## config.mk

```make
export PLATFORM = sky130hd
export DESIGN_NAME = soml_stbc_encoder
export DESIGN_NICKNAME = d
export VERILOG_FILES = /design/src/rtl/soml_pkg.sv /design/src/rtl/soml_sat_neg.sv /design/src/rtl/soml_stbc_encoder.sv
export SDC_FILE = /design/constraint.sdc
export NUM_CORES = 1
export LEC_CHECK = 0
export ABC_AREA = 1
export CORE_MARGIN = 2
export CORE_UTILIZATION = 30
export CTS_CLUSTER_SIZE = 40
export DETAILED_ROUTE_END_ITERATION = 6
export PLACE_DENSITY_LB_ADDON = 0.25
export SYNTH_ARGS = -nofsm -noshare
export SYNTH_HDL_FRONTEND = slang
export SYNTH_HIERARCHICAL = 1
export SYNTH_SLANG_ARGS = --single-unit
export TNS_END_PERCENT = 10
```

## constraint.sdc

```tcl
create_clock -name clk -period 1.9 [get_ports clk]
set_input_delay 0.19 -clock clk [delete_from_list [all_inputs] [get_ports clk]]
set_output_delay 0.19 -clock clk [all_outputs]
set_load 0.03 [all_outputs]
```

## src/rtl/soml_pkg.sv

```systemverilog
// Shared SOML definitions: component format, saturation limits, encoder FSM
// encoding and lane pack/unpack helpers used by both encoder and decoder.
package soml_pkg;

  localparam int DW     = 16;
  localparam int NL     = 4;
  localparam int CW     = DW * NL;
  localparam int Q_INT  = 2;
  localparam int Q_FRAC = 13;

  localparam logic [DW-1:0] SAT_MAX = 16'h7FFF;
  localparam logic [DW-1:0] SAT_MIN = 16'h8000;

  typedef enum logic [1:0] {
    IDLE = 2'd0,
    COL0 = 2'd1,
    COL1 = 2'd2
  } state_e;

  function automatic logic [DW-1:0] get_lane(input logic [CW-1:0] col,
                                             input int unsigned   k);
    return col[DW*k +: DW];
  endfunction

  function automatic logic [CW-1:0] set_lane(input logic [CW-1:0] col,
                                             input int unsigned   k,
                                             input logic [DW-1:0] val);
    logic [CW-1:0] res;
    res = col;
    res[DW*k +: DW] = val;
    return res;
  endfunction

endpackage

```

## src/rtl/soml_sat_neg.sv

```systemverilog
// Combinational two's complement negate that clamps the most negative value
// to the most positive one instead of wrapping.
module soml_sat_neg #(
  parameter int DW = soml_pkg::DW
) (
  input  logic [DW-1:0] a,
  output logic [DW-1:0] y
);

  localparam logic [DW-1:0] MIN_VAL = {1'b1, {(DW-1){1'b0}}};
  localparam logic [DW-1:0] MAX_VAL = {1'b0, {(DW-1){1'b1}}};

  assign y = (a == MIN_VAL) ? MAX_VAL : -a;

endmodule

```

## src/rtl/soml_stbc_encoder.sv

```systemverilog
// Double-Alamouti space-time encoder: one 4-symbol group in, two packed
// 4-lane columns out (slot 0 then slot 1) over a valid/ready handshake.
module soml_stbc_encoder
  import soml_pkg::*;
(
  input  logic          clk,
  input  logic          rst,
  input  logic          in_valid,
  output logic          in_ready,
  input  logic [CW-1:0] sym_r,
  input  logic [CW-1:0] sym_i,
  output logic          out_valid,
  input  logic          out_ready,
  output logic [CW-1:0] outcol_r,
  output logic [CW-1:0] outcol_i,
  output logic          out_col,
  output logic          frame_done,
  output logic [15:0]   frame_cnt
);

  state_e        state_q, state_d;
  logic [CW-1:0] sym_r_q, sym_r_d;
  logic [CW-1:0] sym_i_q, sym_i_d;
  logic [CW-1:0] outcol_r_q, outcol_r_d;
  logic [CW-1:0] outcol_i_q, outcol_i_d;
  logic          out_col_q, out_col_d;
  logic          frame_done_q, frame_done_d;
  logic [15:0]   frame_cnt_q, frame_cnt_d;

  logic [DW-1:0] neg_in  [NL];
  logic [DW-1:0] neg_out [NL];
  logic [CW-1:0] col1_r, col1_i;

  // Each lane pair (x, y) maps to (-conj(y), conj(x)); only y.re and x.im negate.
  always_comb begin
    for (int p = 0; p < NL/2; p++) begin
      neg_in[2*p]   = get_lane(sym_r_q, 2*p + 1);
      neg_in[2*p+1] = get_lane(sym_i_q, 2*p);
    end
  end

  for (genvar n = 0; n < NL; n++) begin : g_neg
    soml_sat_neg #(.DW(DW)) u_neg (
      .a (neg_in[n]),
      .y (neg_out[n])
    );
  end

  always_comb begin
    col1_r = '0;
    col1_i = '0;
    for (int p = 0; p < NL/2; p++) begin
      col1_r = set_lane(col1_r, 2*p,     neg_out[2*p]);
      col1_i = set_lane(col1_i, 2*p,     get_lane(sym_i_q, 2*p + 1));
      col1_r = set_lane(col1_r, 2*p + 1, get_lane(sym_r_q, 2*p));
      col1_i = set_lane(col1_i, 2*p + 1, neg_out[2*p+1]);
    end
  end

  assign in_ready = (state_q == IDLE) || ((state_q == COL1) && out_ready);

  always_comb begin
    state_d      = state_q;
    sym_r_d      = sym_r_q;
    sym_i_d      = sym_i_q;
    outcol_r_d   = outcol_r_q;
    outcol_i_d   = outcol_i_q;
    out_col_d    = out_col_q;
    frame_done_d = 1'b0;
    frame_cnt_d  = frame_cnt_q;
    case (state_q)
      IDLE: begin
        if (in_valid) begin
          sym_r_d    = sym_r;
          sym_i_d    = sym_i;
          outcol_r_d = sym_r;
          outcol_i_d = sym_i;
          out_col_d  = 1'b0;
          state_d    = COL0;
        end
      end
      COL0: begin
        if (out_ready) begin
          outcol_r_d = col1_r;
          outcol_i_d = col1_i;
          out_col_d  = 1'b1;
          state_d    = COL1;
        end
      end
      COL1: begin
        if (out_ready) begin
          frame_done_d = 1'b1;
          frame_cnt_d  = frame_cnt_q + 16'd1;
          out_col_d    = 1'b0;
          if (in_valid) begin
            sym_r_d    = sym_r;
            sym_i_d    = sym_i;
            outcol_r_d = sym_r;
            outcol_i_d = sym_i;
            state_d    = COL0;
          end else begin
            state_d = IDLE;
          end
        end
      end
      default: state_d = IDLE;
    endcase
  end

  always_ff @(posedge clk) begin
    if (rst) begin
      state_q      <= IDLE;
      sym_r_q      <= '0;
      sym_i_q      <= '0;
      outcol_r_q   <= '0;
      outcol_i_q   <= '0;
      out_col_q    <= 1'b0;
      frame_done_q <= 1'b0;
      frame_cnt_q  <= '0;
    end else begin
      state_q      <= state_d;
      sym_r_q      <= sym_r_d;
      sym_i_q      <= sym_i_d;
      outcol_r_q   <= outcol_r_d;
      outcol_i_q   <= outcol_i_d;
      out_col_q    <= out_col_d;
      frame_done_q <= frame_done_d;
      frame_cnt_q  <= frame_cnt_d;
    end
  end

  assign out_valid  = (state_q != IDLE);
  assign outcol_r   = outcol_r_q;
  assign outcol_i   = outcol_i_q;
  assign out_col    = out_col_q;
  assign frame_done = frame_done_q;
  assign frame_cnt  = frame_cnt_q;

endmodule

```

Word-level counts from Yosys, hierarchy flattened
Cells that the tools add are included.
- bits in registers: 276
- $add $sub $neg: 5
- eq/ne operators: 9
- multiplexer cells: 28
- bitwise operators: 1
- reduce and logical (&&, ||, !) cells: 12
- operators with widths (kind ; number):
    2-to-1 mux 64 bit ; 10
    case mux 64 bit (3 select lines) ; 2
    case mux 64 bit (2 select lines) ; 2
    == test 16 bit (second input constant) ; 4
    2-to-1 mux 16 bit ; 4
    negator 16 bit ; 4
    adder 16 x 1 -> 16 bit (second input constant) ; 1
    2-to-1 mux 2 bit ; 3
    != test 2 bit (second input constant) ; 3
    case mux 2 bit (3 select lines) ; 1
    AND reduction 3 bit ; 2
    2-to-1 mux 1 bit ; 5
    AND reduction 2 bit ; 2
    AND reduction 4 bit ; 1
    nonzero test 2 bit ; 2
    case mux 1 bit (3 select lines) ; 1
    nonzero test 3 bit ; 1
    == test 2 x 1 -> 1 bit (second input constant) ; 1
    == test 2 bit (second input constant) ; 1
    logical NOT 2 bit ; 1
    OR reduction 2 bit ; 1
    logical AND 1 bit ; 1
    logical OR 1 bit ; 1
    inverter 1 bit ; 1

Longest topological paths before layout
Gate-level depths: netlist of the first run.
- word-level depth: 4
- depth in mapped cells: 11
- depth with buffers taken out: 11

By module
The synthesis of the first run kept the hierarchy.
- modules (own cells, without submodules) (module ; times used ; cells an instance ; area each (µm²) ; sequential area each (µm²)):
    soml_stbc_encoder ; 1 ; 1551 ; 11355.9 ; 5525.3
    soml_sat_neg ; 4 ; 97 ; 499.2 ; 0.0

Worst setup path after synthesis of the first run
Ideal clock, no wire load.
- path kind: register -> register
- start: reg sym_i_q[32]
- end: reg outcol_i_q[59] (netlist: outcol_i[59])
- setup time: 64 ps
- arrival time: 1465 ps
- data required time: 1836 ps
- slack: 371 ps
- stages on the path, launching flop included: 11
- buffers on the path: 1
- period minus slack after synthesis: 1529 ps
- path through: dfxtp_1 > inv_1 > ha_1 > nand2_2 > nor2_8 > nand3_4 > buf_6 > nand3_2 > nand2_1 > and3_1 > nor2_1
- word-level cells in the longest chain between the ends: 4
- elaborated cells on any way between the ends: 5
- RTL lines (what ; RTL line ; text):
    start: declaration ; soml_stbc_encoder.sv:23 ; logic [CW-1:0] sym_i_q, sym_i_d;
    start signal: assignment ; soml_stbc_encoder.sv:123 ; sym_i_q <= sym_i_d;
    negator 16 bit / == test 16 bit (equally long branches) ; soml_sat_neg.sv:13 ; assign y = (a == MIN_VAL) ? MAX_VAL : -a;
    2-to-1 mux 16 bit (*) ; soml_sat_neg.sv:13 ;
    via col1_i[59] ; soml_stbc_encoder.sv:32 ; logic [CW-1:0] col1_r, col1_i;
    2-to-1 mux 64 bit (*) ; soml_stbc_encoder.sv:83 ; if (out_ready) begin
    case mux 64 bit (3 select lines) (*) ; soml_stbc_encoder.sv:71 ; case (state_q)
    end signal: assignment ; soml_stbc_encoder.sv:125 ; outcol_i_q <= outcol_i_d;
    end: declaration ; soml_stbc_encoder.sv:25 ; logic [CW-1:0] outcol_i_q, outcol_i_d;
Mark *: on every way through the listed nets, which the timed path passes. The rest lies on a longest branch. The select of a mux whose other input is x is not followed.
A chain may end at the register's enable or synchronous reset.

Final worst setup path of the first run
- start: reg frame_cnt_q[4] (netlist: frame_cnt[4])
- end: out frame_cnt[4]
- RTL lines (what ; RTL line ; text):
    start: declaration ; soml_stbc_encoder.sv:28 ; logic [15:0] frame_cnt_q, frame_cnt_d;
    start signal: assignment ; soml_stbc_encoder.sv:128 ; frame_cnt_q <= frame_cnt_d;
    end: declaration ; soml_stbc_encoder.sv:18 ; output logic [15:0] frame_cnt
No word-level cell between the ends.

==> results of run 1 <==
-- area by class of cell --
type                            count  area [µm²]
Antenna cell                        2        5.00
Clock buffer                       52        1060
Clock inverter                      8         115
Fill cell                        4576       26100
Inverter                          141         537
Multi-Input combinational cell   1390        6700
Sequential cell                   276        5530
Tap cell                          592         741
Timing Repair Buffer              319        3270
-- repair_timing --
action                                  4_1_cts  5_1_grt
gates resized for setup                       8        8
setup buffers                                 0        1
cloned                                        0        1
endpoints found under the hold margin         0        0
endpoints found under the setup margin        8       17
pin swaps                                     0        1
-- final timing paths --
check                               endpoint  slack [ns]          from
worst max-delay path            frame_cnt[4]        0.06  frame_cnt[4]
worst min-delay path              state_q[0]        0.07      in_valid
worst max register to register  outcol_i[49]        0.12   sym_i_q[32]
worst min register to register   sym_r_q[10]        0.45   sym_r_q[10]
-- tightest hold or removal path: stages --
cell     delay (ns)
buf_2          0.12
nand3_4        0.16
a21oi_1        0.08
-- per-stage QoR --
stage	setup slack, ns	util	instances
after floorplan	0.371	-	1939
after global placement	-0.0492	0.380	2716
after detailed placement	-0.0800	0.380	2716
after CTS	0.00153	0.406	2776
after global routing	-0.00176	0.408	2779
final	0.0572	0.408	2780
-- where the power goes --
| part | switching, mW | internal, mW | total, mW |
|---|---|---|---|
| Combinational | 2.47 | 1.61 | 4.08 |
| Clock | 2.57 | 4.25 | 6.82 |
| Sequential | 0.335 | 6.30 | 6.64 |
-- layer usage --
layer | share of wire | vias up
met5 | 0 | -
met4 | 0.020 | 0
met3 | 0.053 | 61
met2 | 0.46 | 340
met1 | 0.46 | 6301
li1 | - | 6771
-- registers in the layout (all words and copies together) (netlist names) --
| signal | count |
|---|---|
| outcol_i | 64 |
| outcol_r | 64 |
| sym_i_q | 64 |
| sym_r_q | 64 |
| frame_cnt | 16 |
| state_q | 2 |
| frame_done | 1 |
| out_col | 1 |
-- cell usage in the layout, fill, tap and decap left out, types with 21 or more instances in the layout --
cell type        count
nand2_1            404
dfxtp_1            276
clkdlybuf4s50_1    266
o21ai_0            232
nor2_1             227
a21oi_1            212
inv_1              137
nand3_1            119
and3_1              64
clkbuf_16           37
o21ai_1             27
buf_4               27
nand2_2             21
xor2_1              21
-- kinds of logic (layout without fill, tap and decap cells) --
logic type,after synthesis,after routing,synth area share
compound gates,476,476,0.179
buf+inv,274,520,0.0897
fa+ha+maj,5,5,0.00469
flops,276,276,0.414
xor+xnor,21,21,0.0138
other cells,0,2,0
simple gates,887,888,0.299
==> results.ini, run 1 <==
[yosys]
yosysUniqueCellTypes=29
proportion_of_register_bits_with_asynchronous_set_or_reset_after_synthesis=0
synth_area_per_cell_um2=6.89
netlist_top_cells_area=dfxtp_1 41%, nand2_1 11%, o21ai_0 8.7%
synth_warnings=6
ys_ff_latch=276
synth_top_flop_cell=dfxtp_1
postSynthCellCount=1939
synth_area_um2=13400
synth_commonest_cells=405 x nand2_1, 276 x dfxtp_1, 232 x o21ai_0
area_share_of_the_leading_cell_type_in_the_synthesized_netlist=0.414
synth-edff-count=0
synth-seq-area-share=0.414
synth_nets=2076
netlist.top_cell.by_area=dfxtp_1
synthMostInstantiatedCell=nand2_1

[placement]
gpl.final_weighted_congestion=0.844
hpwl_um=29400
placed_area_um2=16700
numPortBuffers=279

[timing]
finalHoldViolCount=0
period_needed_ns=1.84
worst_slew_margin_rel=0.463
clock.fmax_mhz=543
clock_skew_ns=0.00638
report.final.setup_viol=0
whs_ns=0.0694
final_period_utilization=0.970
worstMarginPinSlew_ns=0.805
report.final.slew_viol_count=0
setup_total_negative_slack_ns=0

[routing]
drt.antenna.violating_nets=0
dr.pass1.iters=5
totalWireLength_um=43700
post_drt_via_cell_ratio=4.85
drt_iter0_markers=922
vias=13473
drcViolationCount=0
routed_wire_length_per_instance_um=15.7

[floorplan]
core-area_um2=44000
top_level_ports=280
row_count=77
effective_utilization_at_floorplan=0.303
fp.dieW_um=215
die-height_um=215
die-area_um2=46200

[cells_and_area]
areaGrowthSynthToFinish_pct=34.4
final_layout_net_count=2299
design_area_um2=17900
drive_above_1_share=0.0773

[clocking]
clkTransAtPathRegs_ns=0.06
cts_inserted_buffers=34
cts-root-to-sink-buffers=3
cts.hold.buffers_added=0
cts-root-buf=clkbuf_16
cts_max_level=2
cts.sink_count=276
cts_tree=done
insertion_delay_ns=0.53

[power]
leakage_nw=7.57
max-vdd-ir-drop_mv=0.519
power_density_nw_per_um2=977
design_power_total_mw=17.5

[worst_setup_path]
critPathRequiredTime_ns=1.71
worst_path_dominant_cell_family=buffers and inverters
worst_path_max_delay_cell=clkdlybuf4s50_1
number_of_buffer_and_inverter_instances_along_the_worst_setup_path=1
worst-endpoint-arrival_ns=1.65
cell_by_cell_trace_of_the_critical_path=clkdlybuf4s50_1
crit_cells=1
critical_path_endpoint_category=primary output
rr_worst_depth=10
path_class=reg -> out
timing.critical_path.fanout_max=5
critPathMaxStageDelay_ns=0.70
start_kind=flip-flop

[global_routing]
global_route_wire_length_before_repair_um=69100
grt.total_usage=0.184
gr-usage-met3=0.0384
first_global_vias=12834
groute.layer.met2.usage=0.304
grt_max_degree=105
grt_remaining_overflow=0
antenna_violations_before_repair=3
grt_busiest_layer=met2
globalRouteMet1Util=0.242

[worst_hold_path]
worst_hold_path_type=in -> reg
holdPathStages=3

[job]
drv_cap=0

[status]
outcome=finished, final reports clean

Note: power is estimated with default switching activity, not from simulation.
==> inputs of run 2 (changes only) <==
Settings changed: GPL_TIMING_DRIVEN set to 0.
==> run 2 against run 1 <==
Clock skew is 0.0087 ns higher. Fmax is 2.0% lower. Global-route usage grew 2.9 points. Critical endpoint is now in_ready. Final cell count grew 3.4%. Routed wire length increased by 15%. Clock-buffer cell count shrank 1. Die area stayed put. Largest cell class unchanged. Final area grew 0.80%. Largest power group unchanged. Sequential power is essentially flat. Flip-flop and latch count unchanged.
==> results.ini, run 2 (synthesis gave the netlist of run 1 again) <==
[timing]
clock_skew_ns=0.0150  ; was 0.00638 ns
worst_slew_margin_rel=0.288  ; was 0.463
final_period_utilization=0.990  ; was 0.970
report.final.slew_viol_count=0  ; unchanged
finalHoldViolCount=0  ; unchanged
period_needed_ns=1.88  ; was 1.84 ns
rsz0062_at_grt=true
report.final.setup_viol=0  ; unchanged
whs_ns=0.323  ; was 0.0694 ns
worstMarginPinSlew_ns=1.07  ; was 0.805 ns
clock.fmax_mhz=532  ; was 543 MHz

[routing]
drcViolationCount=0  ; unchanged
dr.pass1.iters=5  ; unchanged
drt.antenna.violating_nets=0  ; unchanged
post_drt_via_cell_ratio=4.81  ; was 4.85
drt_iter0_markers=904  ; was 922
vias=13812  ; was 13473
routed_wire_length_per_instance_um=17.5  ; was 15.7 µm
totalWireLength_um=50200  ; was 43700 µm

[cells_and_area]
final_cell_mix=405 x nand2_1, 276 x dfxtp_1, 267 x clkdlybuf4s50_1  ; was 404 x nand2_1, 276 x dfxtp_1, 266 x clkdlybuf4s50_1
areaGrowthSynthToFinish_pct=35.5  ; was 34.4%
regArea_um2=5530  ; unchanged
n_fill_cell=4637  ; was 4576
finish.cell_count_without_fillers=2874  ; was 2780
drive_above_1_share=0.0943  ; was 0.0773
multi_input_area_um2=6660  ; was 6700 µm²
final_common_cell=nand2_1  ; unchanged
final_layout_net_count=2391  ; was 2299
design_area_um2=18100  ; was 17900 µm²

[clocking]
cts.sink_count=276  ; unchanged
clkTransAtPathRegs_ns=0.06  ; about the same
cts_max_level=2  ; unchanged
cts_inserted_buffers=34  ; unchanged
post-cts-setup-buffers=0  ; unchanged
cts_tree=done  ; unchanged
cts-root-buf=clkbuf_16  ; unchanged
insertion_delay_ns=0.54  ; was 0.53 ns
cts-root-to-sink-buffers=3  ; unchanged

[worst_setup_path]
worst_path_max_delay_cell=dfxtp_1  ; was clkdlybuf4s50_1
critical_path_endpoint_category=primary output  ; unchanged
number_of_buffer_and_inverter_instances_along_the_worst_setup_path=2  ; was 1
path_common_cell=buf_4
cell_by_cell_trace_of_the_critical_path=nand3_2 -> nand2_1 -> buf_4 -> buf_4  ; was clkdlybuf4s50_1
critPathRequiredTime_ns=1.71  ; about the same
regToRegSetupSlack_ns=0.12  ; about the same
worst-endpoint-arrival_ns=1.69  ; was 1.65 ns
path_class=reg -> out  ; unchanged
timing.critical_path.fanout_max=10  ; was 5
start_kind=flip-flop  ; unchanged
critPathMaxStageDelay_ns=0.43  ; was 0.70 ns
worst_path_dominant_cell_family=flip-flops  ; was buffers and inverters

[floorplan]
die-height_um=215  ; unchanged
die-area_um2=46200  ; unchanged
top_level_ports=280  ; unchanged
fp.dieW_um=215  ; unchanged
core-area_um2=44000  ; unchanged
effective_utilization_at_floorplan=0.303  ; unchanged
row_count=77  ; unchanged

[placement]
numPortBuffers=279  ; unchanged
hpwl_um=38000  ; was 29400 µm
gpl.final_weighted_congestion=0.877  ; was 0.844
placed_area_um2=16900  ; was 16700 µm²
placed_cells=2810  ; was 2716

[global_routing]
antenna_violations_before_repair=3  ; unchanged
grt_remaining_overflow=0  ; unchanged
grt_max_degree=13  ; was 105
global_route_wire_length_before_repair_um=77300  ; was 69100 µm
grt.total_usage=0.212  ; was 0.184
first_global_vias=13331  ; was 12834

[power]
max-vdd-ir-drop_mv=0.660  ; was 0.519 mV
power_density_nw_per_um2=974  ; was 977 nW/µm²
leakage_nw=7.70  ; was 7.57 nW

[status]
outcome=finished, final reports clean  ; unchanged

[job]
drv_cap=0  ; unchanged

[worst_hold_path]
worst_hold_path_type=in -> reg  ; unchanged

[run 2: cell count changes in the layout (fill, tap and decap cells not counted), sizes merged]
cell	change
buf	+45
bufinv	-1
clkbuf	+45
clkdlybuf4s50	+1
clkinvlp	+4
dlygate4sd2	-1
dlymetal6s2s	+2
nand3	-1
[run 2: cell type report]
type,instances,share of cell area
antenna,2,0.000277
buffer,133,0.0373
clock buffer,51,0.0580
clock inverter,11,0.00636
inverter,141,0.0293
multi-input combinational,1389,0.368
sequential,276,0.305
tap,592,0.0409
timing repair buffer,279,0.154
[run 2: final timing paths]
check,startpoint,end,depth (start not counted)
setup / recovery,state_q[1],in_ready,4
setup reg to reg,sym_r_q[48],outcol_r[42],10
hold reg to reg,sym_i_q[18],sym_i_q[18],2
hold / removal,sym_i[16],sym_i_q[16],3
[run 2: per-stage QoR]
stage / setup WS, ns / power, mW / TNS (ns) / util
2_1_floorplan: 0.371 / 9.28 / 0 / -
3_3_place_gp: -0.557 / 10.9 / -89.86 / 0.384
3_5_place_dp: -0.574 / 11.0 / -91.53 / 0.384
4_1_cts: -0.0383 / 17.8 / -0.0383 / 0.410
5_1_grt: -0.107 / 18.5 / -0.107 / 0.411
6_report: 0.0197 / 17.6 / 0 / 0.411
[run 2: what timing repair did]
action / in CTS / in global routing
endpoints found under the setup margin: 9 / 66
hold buffers: 0 / 0
gates resized for setup: 16 / 13
pin swaps: 0 / 3
[run 2: report_power, final]
part	switching, mW	internal (mW)	leakage (nW)	total [mW]
Clock	2.67	4.10	0.563	6.77
Sequential	0.334	6.30	2.28	6.63
Combinational	2.61	1.61	4.86	4.22
[run 2: layer usage]
layer | global-route usage | part of all wire
met1 | 0.281 | 0.46
met2 | 0.358 | 0.47
met3 | 0.0357 | 0.053
met4 | 0.0566 | 0.018
met5 | 0 | 0.00024
[run 2: tightest hold or removal path: stages]
cell	delay, ns
clkdlybuf4s50_1	0.42
o21ai_0	0.16
a21oi_1	0.04
==> inputs of run 3 (changes only) <==
Settings changed: SKIP_LAST_GASP set to 1.
==> run 3 against run 2 <==
Worst hold slack better by 0.0025 ns. The run now ends with setup timing left. Non-clock buffer count unchanged. Critical path type unchanged. Clock skew up 0.0017 ns. Register-to-register slack worse by 0.03 ns. Flip-flop and latch count unchanged. Routed wire length down 0.27%. Clock-buffer cell count unchanged. Combinational power about the same. Setup slack worse by 0.075 ns. Core utilization down 0.057 points. Total power down 0.10%. Sequential power about the same.
==> results.ini, run 3 (synthesis gave the netlist of run 1 again) <==
[status]
outcome=finished with violations  ; was finished, final reports clean
violations=setup timing

[timing]
clock_skew_ns=0.0168  ; was 0.0150 ns
report.final.slew_viol_count=0  ; unchanged
finalHoldViolCount=0  ; unchanged
final_period_utilization=1.03  ; was 0.990
period_needed_ns=1.96  ; was 1.88 ns
rsz0062_at_grt=true  ; unchanged
worstMarginPinSlew_ns=1.06  ; was 1.07 ns
fin_ws_ns=-0.0553  ; was 0.0197 ns
worst_slew_margin_rel=0.295  ; was 0.288
clock.fmax_mhz=511  ; was 532 MHz
setup_total_negative_slack_ns=-0.0553  ; was 0 ns
whs_ns=0.326  ; was 0.323 ns
report.final.setup_viol=1  ; was 0

[clocking]
cts-root-buf=clkbuf_16  ; unchanged
cts-root-to-sink-buffers=3  ; unchanged
clkTransAtPathRegs_ns=0.06  ; about the same
insertion_delay_ns=0.54  ; about the same
cts.hold.buffers_added=0  ; unchanged
cts_inserted_buffers=34  ; unchanged
cts.sink_count=276  ; unchanged
cts_max_level=2  ; unchanged
cts_tree=done  ; unchanged

[worst_setup_path]
critical_path_endpoint_category=primary output  ; unchanged
start_kind=flip-flop  ; unchanged
critPathRequiredTime_ns=1.71  ; about the same
timing.critical_path.fanout_max=10  ; unchanged
rr_worst_depth=10  ; unchanged
endpoint=in_ready  ; unchanged
regToRegSetupSlack_ns=0.09  ; was 0.12 ns
r2r_end=outcol_i[58]  ; was outcol_r[42]
path_class=reg -> out  ; unchanged
worstSetupStartpoint=state_q[1]  ; unchanged
reg2reg_from=sym_i_q[32]  ; was sym_r_q[48]
worst-endpoint-arrival_ns=1.77  ; was 1.69 ns

[cells_and_area]
drive_above_1_share=0.0930  ; was 0.0943
n_fill_cell=4637  ; unchanged
final_common_cell=nand2_1  ; unchanged
regArea_um2=5530  ; unchanged
postLayoutCoreUtil=0.410  ; was 0.411
areaGrowthSynthToFinish_pct=35.3  ; was 35.5%
finish.cell_count_without_fillers=2874  ; unchanged
final_layout_net_count=2391  ; unchanged
multi_input_area_um2=6640  ; was 6660 µm²
final_cell_mix=405 x nand2_1, 277 x clkdlybuf4s50_1, 276 x dfxtp_1  ; was 405 x nand2_1, 276 x dfxtp_1, 267 x clkdlybuf4s50_1

[placement]
placed_cells=2810  ; unchanged
gpl.final_weighted_congestion=0.877  ; unchanged
hpwl_um=38000  ; unchanged
numPortBuffers=279  ; unchanged

[routing]
routed_wire_length_per_instance_um=17.4  ; was 17.5 µm
vias=13811  ; was 13812
post_drt_via_cell_ratio=4.81  ; about the same
dr.pass1.iters=6  ; was 5
drcViolationCount=0  ; unchanged
drt.antenna.violating_nets=0  ; unchanged
drt_iter0_markers=931  ; was 904
totalWireLength_um=50000  ; was 50200 µm

[power]
design_power_total_mw=17.6  ; about the same
max-vdd-ir-drop_mv=0.657  ; was 0.660 mV
leakage_nw=7.60  ; was 7.70 nW
power_density_nw_per_um2=974  ; about the same

[floorplan]
core-area_um2=44000  ; unchanged
top_level_ports=280  ; unchanged
fp.dieW_um=215  ; unchanged
die-area_um2=46200  ; unchanged
effective_utilization_at_floorplan=0.303  ; unchanged
row_count=77  ; unchanged
die-height_um=215  ; unchanged

[global_routing]
grt_max_degree=13  ; unchanged
grt_remaining_overflow=0  ; unchanged
global_route_wire_length_before_repair_um=77300  ; about the same
grt.total_usage=0.212  ; about the same
first_global_vias=13327  ; was 13331
antenna_violations_before_repair=3  ; unchanged

[job]
drv_cap=0  ; unchanged

[worst_hold_path]
worst_hold_path_type=in -> reg  ; unchanged

[run 3: cell types whose count changed in the layout (fill, tap and decap cells not counted)]
cell             change
buf_2                +2
buf_4                -2
clkdlybuf4s50_1     +10
dlygate4sd2_1        -6
dlymetal6s2s_1       -4
ha_1                 +3
ha_2                 -2
ha_4                 -1
o21ai_0              +1
o21ai_1              -1
[run 3: how the worst min path moves through the flow]
stage                 from  cells after the start          end
2_1_floorplan    out_ready                      3   state_q[0]
3_3_place_gp   sym_i_q[59]                      2  sym_i_q[59]
3_5_place_dp   sym_r_q[12]                      2  sym_r_q[12]
4_1_cts          sym_r[19]                      3  sym_r_q[19]
5_1_grt           sym_r[0]                      3   sym_r_q[0]
6_report         sym_i[16]                      3  sym_i_q[16]
[run 3: final cells by class]
cell class | instances | share of cell area
clock buffer | 51 | 0.0580
multi-input combinational | 1389 | 0.368
inverter | 141 | 0.0293
tap | 592 | 0.0410
antenna | 2 | 0.000277
buffer | 133 | 0.0373
timing repair buffer | 279 | 0.154
sequential | 276 | 0.306
clock inverter | 11 | 0.00637
[run 3: per-stage QoR]
stage / area, µm² / setup WS, ns
finish: 18100 / -0.0553
global route: 18100 / -0.185
CTS: 18000 / -0.159
floorplan: 13400 / 0.371
global placement: 16900 / -0.557
detailed placement: 16900 / -0.574
[run 3: critical path, cell delays in order (launching register included)]
cell	delay (ns)
dfxtp_1	0.43
nand3_2	0.21
nand2_1	0.13
clkbuf_4	0.22
buf_2	0.23
[run 3: power by group]
group	total, mW	leakage (nW)	switching [mW]	internal (mW)
registers	6.63	2.28	0.334	6.30
logic	4.20	4.75	2.60	1.60
clock network	6.76	0.563	2.67	4.10
[run 3: what timing repair did]
item,4_1_cts,5_1_grt
pin swaps,0,0
setup buffers,0,0
setup endpoints to repair,9,156
resized for setup,7,7
[run 3: metal layers]
metal	wire, µm	track usage	vias to the layer above
met5	16	0	-
met4	929	0.0566	2
li1	-	-	6967
met2	23200	0.358	388
met1	23200	0.281	6399
met3	2620	0.0357	55
